$ cat config.mk
export PLATFORM = sky130hd
export DESIGN_NAME = pmu_event_counters
export DESIGN_NICKNAME = d
export VERILOG_FILES = /design/src/rtl/pmu_pkg.sv /design/src/rtl/pmu_counter_cell.sv /design/src/rtl/pmu_event_counters.sv
export SDC_FILE = /design/constraint.sdc
export NUM_CORES = 1
export LEC_CHECK = 0
export CAP_MARGIN = 20
export CORE_MARGIN = 2
export CORE_UTILIZATION = 55
export DETAILED_ROUTE_END_ITERATION = 10
export PLACE_DENSITY_LB_ADDON = 0.15
export SYNTH_ARGS = -nofsm -noshare
export SYNTH_HDL_FRONTEND = slang
export SYNTH_SLANG_ARGS = --single-unit
$ cat constraint.sdc
create_clock -name clk_i -period 6.3 [get_ports clk_i]
set_clock_uncertainty 0.1 [all_clocks]
set_input_delay 1.26 -clock clk_i [delete_from_list [all_inputs] [get_ports clk_i]]
set_output_delay 1.26 -clock clk_i [all_outputs]
set_load 0.01 [all_outputs]
$ cat src/rtl/pmu_pkg.sv
// Shared PMU definitions: default counter geometry, index width helper and the
// counter array type consumed by the downstream quota checker.
package pmu_pkg;

   localparam int PMU_REG_WIDTH  = 32;
   localparam int PMU_N_COUNTERS = 9;

   // Index width for a bank of n counters, never narrower than one bit.
   function automatic int pmu_idx_w(input int n);
      return (n <= 1) ? 1 : $clog2(n);
   endfunction

   typedef logic [PMU_REG_WIDTH-1:0] counter_array_t [PMU_N_COUNTERS];

endpackage

$ cat src/rtl/pmu_counter_cell.sv
// One event counter with its sticky wrap-around flag.
// Priority: reset/softrst > write > increment > hold.
module pmu_counter_cell #(
   parameter int REG_WIDTH = 32
) (
   input  logic                 clk_i,
   input  logic                 rstn_i,
   input  logic                 softrst_i,
   input  logic                 inc_i,
   input  logic                 wr_i,
   input  logic [REG_WIDTH-1:0] wr_data_i,
   input  logic                 ovf_clr_i,
   output logic [REG_WIDTH-1:0] value_o,
   output logic                 ovf_o
);

   logic [REG_WIDTH-1:0] value_q, value_d;
   logic                 ovf_q, ovf_d;
   logic                 wrap;

   always_comb begin
      value_d = value_q;
      wrap    = 1'b0;
      if (wr_i) begin
         value_d = wr_data_i;
      end else if (inc_i) begin
         value_d = value_q + REG_WIDTH'(1);
         wrap    = &value_q;
      end
      // A wrap in the same cycle as a clear keeps the flag set.
      ovf_d = wrap | (ovf_q & ~ovf_clr_i);
   end

   always_ff @(posedge clk_i) begin
      if (!rstn_i || softrst_i) begin
         value_q <= '0;
         ovf_q   <= 1'b0;
      end else begin
         value_q <= value_d;
         ovf_q   <= ovf_d;
      end
   end

   assign value_o = value_q;
   assign ovf_o   = ovf_q;

endmodule

$ cat src/rtl/pmu_event_counters.sv
// PMU counting stage: registered event inputs feeding a bank of counter cells,
// with write-index decode and a registered, maskable overflow interrupt.
module pmu_event_counters
   import pmu_pkg::*;
#(
   parameter  int REG_WIDTH  = PMU_REG_WIDTH,
   parameter  int N_COUNTERS = PMU_N_COUNTERS,
   localparam int IDX_W      = pmu_idx_w(N_COUNTERS)
) (
   input  logic                  clk_i,
   input  logic                  rstn_i,
   input  logic                  softrst_i,
   input  logic                  en_i,
   input  logic [N_COUNTERS-1:0] events_i,
   input  logic                  wr_en_i,
   input  logic [IDX_W-1:0]      wr_idx_i,
   input  logic [REG_WIDTH-1:0]  wr_data_i,
   input  logic [N_COUNTERS-1:0] ovf_mask_i,
   input  logic [N_COUNTERS-1:0] ovf_clr_i,
   output logic [REG_WIDTH-1:0]  counter_value_o [N_COUNTERS],
   output logic [N_COUNTERS-1:0] overflow_o,
   output logic                  intr_overflow_o
);

   logic [N_COUNTERS-1:0] ev_q, ev_d;
   logic [N_COUNTERS-1:0] wr_sel;
   logic [N_COUNTERS-1:0] ovf;
   logic                  intr_q, intr_d;

   assign ev_d   = en_i ? events_i : '0;
   // Interrupt looks at the registered flags, so it trails them by a cycle.
   assign intr_d = |(ovf & ovf_mask_i);

   always_ff @(posedge clk_i) begin
      if (!rstn_i || softrst_i) begin
         ev_q   <= '0;
         intr_q <= 1'b0;
      end else begin
         ev_q   <= ev_d;
         intr_q <= intr_d;
      end
   end

   // Out-of-range indices match no cell, so such writes fall away silently.
   for (genvar n = 0; n < N_COUNTERS; n++) begin : g_cell
      assign wr_sel[n] = wr_en_i && (wr_idx_i == IDX_W'(n));

      pmu_counter_cell #(
         .REG_WIDTH (REG_WIDTH)
      ) u_cell (
         .clk_i     (clk_i),
         .rstn_i    (rstn_i),
         .softrst_i (softrst_i),
         .inc_i     (ev_q[n]),
         .wr_i      (wr_sel[n]),
         .wr_data_i (wr_data_i),
         .ovf_clr_i (ovf_clr_i[n]),
         .value_o   (counter_value_o[n]),
         .ovf_o     (ovf[n])
      );
   end

   assign overflow_o      = ovf;
   assign intr_overflow_o = intr_q;

endmodule
==> impl_metrics.yaml <==
cts:
  post_cts_resize_count: 0
  cts_tree: "built"
  cts-root-buf: "clkbuf_16"
  cts_buffers: 34
  clk_latency_ns: 0.51
  clk_pin_slew_ns: 0.06
  clk_path_buf_depth: 3
  hold_buffers: 0
  postCtsSetupBuffers: 0
  htree_num_levels: 2
  cts_sinks: 307
sta:
  setup_slack_ns: 3.02
  finalCritPeriodShare_pct: 52.1
  tns_ns: 0
  setup_violations: 0
  hold_viol: 0
  tightest_slew_ns: 1.20
  fmax_mhz: 305
  hold-worst-slack_ns: 0.404
  rsz0062_at_grt: "false"
  report.final.slew_viol_count: 0
  relSlewSlack_pct: 19.6
  fin_crit_ns: 3.28
die:
  design.core.area_um2: 29500
  die_w_um: 177
  core.rowCount: 63
  die_y_um: 177
  io_pins: 366
  die-area_um2: 31200
  initial_core_util_pct: 55.5
worst_setup_path:
  path_buf_inv: 1
  r2r_cells: 5
  worstPathCellList: "clkdlybuf4s50_1 > and3b_1 > nand2_2 > o21ai_0 > a21oi_1"
  r2r_start: "ev_q[0]"
  worst-endpoint-required_ns: 6.54
  arrival_ns: 3.52
  cpLargestDelayFamily: "simple AND/OR/NAND/NOR gates"
  rrSetupSlack_ns: 3.84
  crit_path_end_kind: "flip-flop"
  start_kind: "input pin"
  path_depth: 5
  slowest_delay_ns: 0.71
  r2r-end: "g_cell[0].u_cell.value_o[21]"
  crit_fanout: 65
  worstSetupPathType: "in -> reg"
  slowest_stage: "nand2_2"
logic_synthesis:
  ys_seq_area_share_pct: 37.5
  synth_area_leader_cell: "dfxtp_1"
  yosysWarningCount: 0
  synth_cell_types: 55
  syn_inst: 1997
  synth-main-ff-cell: "dfxtp_1"
  syn-cell-area_um2: 16400
  synth-edff-count: 0
  syn-num-nets: 2074
  async_reset_ff_share_pct: 0
  ys_ff_latch: 307
  synth_area_leaders: "dfxtp_1 (38%), xor2_1 (7.7%), xnor2_1 (7.1%)"
  syn_avg_cell_area_um2: 8.20
  synth_top_area_share_pct: 37.5
drt:
  routed_wl_um: 60700
  drtPass1Iterations: 6
  vias: 17000
  via_per_inst: 6.32
  wl_per_cell_um: 22.6
  first_iter_violations: 1846
  drc: 0
  ant_nets: 0
hold_path:
  hold_end: "g_cell[4].u_cell.ovf_o"
  hp-class: "reg -> reg"
  holdCritStartpoint: "g_cell[4].u_cell.ovf_o"
  hold-path-cell-count: 2
global_route:
  grt_usage_pct: 37.5
  grt_pass1_wl_um: 90400
  grt_max_degree: 190
  grt-ovfl-total: 0
  grt_pass1_vias: 15500
  grt_antenna_before_repair: 4
final_layout:
  area_growth_syn_to_layout_pct: 30.2
  layout-drive-gt1-share_pct: 4.67
  nets: 2344
  seqCellArea_um2: 6150
  multiInputGateArea_um2: 9570
  nFillCells: 2336
pwr:
  ir_drop_mv: 0.169
  p_per_area_nw_per_um2: 206
  p_leak_nw: 6.47
  totalPowerFinal_w: 0.00440
job:
  max_cap_viol_count: 0
outcome:
  status: "finished clean"
place:
  place.detailed.hpwl_um: 39100
  post-place-ws_ns: 2.01
  gp_congestion: 0.957
  port_buffers: 365
## worst max-delay path by stage
stage                      from                      endpoint
floorplan           wr_idx_i[2]  g_cell[3].u_cell.value_o[19]
global placement        wr_en_i        g_cell[3].u_cell.ovf_o
detailed placement      wr_en_i        g_cell[3].u_cell.ovf_o
CTS                     wr_en_i  g_cell[3].u_cell.value_o[26]
global route        wr_idx_i[3]  g_cell[4].u_cell.value_o[17]
finish              wr_idx_i[2]  g_cell[4].u_cell.value_o[28]
## power by group
group	total [W]	switching (W)	internal, W
clock network	0.00213	0.000827	0.00130
logic	0.000282	0.000183	0.0000995
registers	0.00199	0.0000300	0.00196
total	0.00440	0.00104	0.00336
## layout by cell type, fill, tap and decap left out, types with 4 or more instances in the layout
cell,netlist,layout
nand2_1,105,103
and4_1,28,28
nor2b_1,11,10
clkbuf_8,0,6
nor4_1,35,35
o21ai_0,172,172
buf_4,9,6
dfxtp_1,307,307
xor2_1,144,144
nand3_1,105,103
o22ai_1,13,13
or2_2,5,5
nor3_1,46,46
clkinv_2,0,5
nor2_1,162,162
clkdlybuf4s50_1,0,365
a211oi_1,104,104
or4_1,12,12
nand2b_1,7,6
ha_1,9,9
a31oi_1,4,4
nand4_1,114,114
a21oi_1,179,179
nor4_2,16,16
xnor2_1,132,132
mux2i_1,16,16
inv_1,28,28
clkbuf_16,0,37
nor3b_1,5,5
or3_1,8,8
bufinv_16,0,4
nor4b_1,5,5
and3_1,36,36
and2_1,11,11
clkbuf_1,110,6
## cells by family after synthesis
family          count (synthesis)  synth area share [%]
fa+ha+maj                       9                 0.688
buf+inv                       170                  4.18
compound gates                482                  16.7
mux                            16                 0.978
flops                         307                  37.5
xor+xnor                      276                  14.8
simple gates                  737                  25.2
## routing by layer
metal | part of all wire (%) | up-vias | track usage, %
met1 | 39 | 7932 | 48.6
li1 | - | 7790 | -
met2 | 42 | 992 | 55.8
met3 | 11 | 237 | 8.79
met4 | 7.7 | 0 | 24.3
met5 | 0 | - | 0
## synth_stat cells (35+ instances only)
cell type and count:
nand4_1 114, xnor2_1 132, xor2_1 144, nand3_1 105
nor2_1 162, o21ai_0 172, nor4_1 35, clkbuf_1 110
a211oi_1 104, and3_1 36, nor3_1 46, a21oi_1 179
nand2_1 105, dfxtp_1 307
## final cells by class
cell class / count / share of cell area, %
well taps: 390 / 2.29
clock buffers: 49 / 4.84
repair buffers: 376 / 17.9
inverters: 28 / 0.493
diodes: 1 / 0.0117
flip-flops and latches: 307 / 28.8
clock inverters: 10 / 0.716
multi-input cells: 1520 / 44.9
## per-stage QoR
stage	utilization (%)	cells	area, µm²
after global routing	72.3	2681	21300
final	72.3	2681	21300
after global placement	67.9	2617	20000
after floorplan	-	1997	16400
after CTS	72.0	2676	21200
after detailed placement	67.9	2617	20000
## tightest hold or removal path: stages, from the launching register on
cell	delay, ns
dfxtp_1	0.33
nand2b_1	0.08
a21oi_1	0.05
## flip-flops by register name, indices dropped and copies added, names as in the netlist
| name | count |
|---|---|
| intr_overflow_o | 1 |
| ev_q | 9 |
| g_cell.u_cell.value_o | 288 |
| g_cell.u_cell.ovf_o | 9 |
Note: power is estimated with default switching activity, not from simulation.
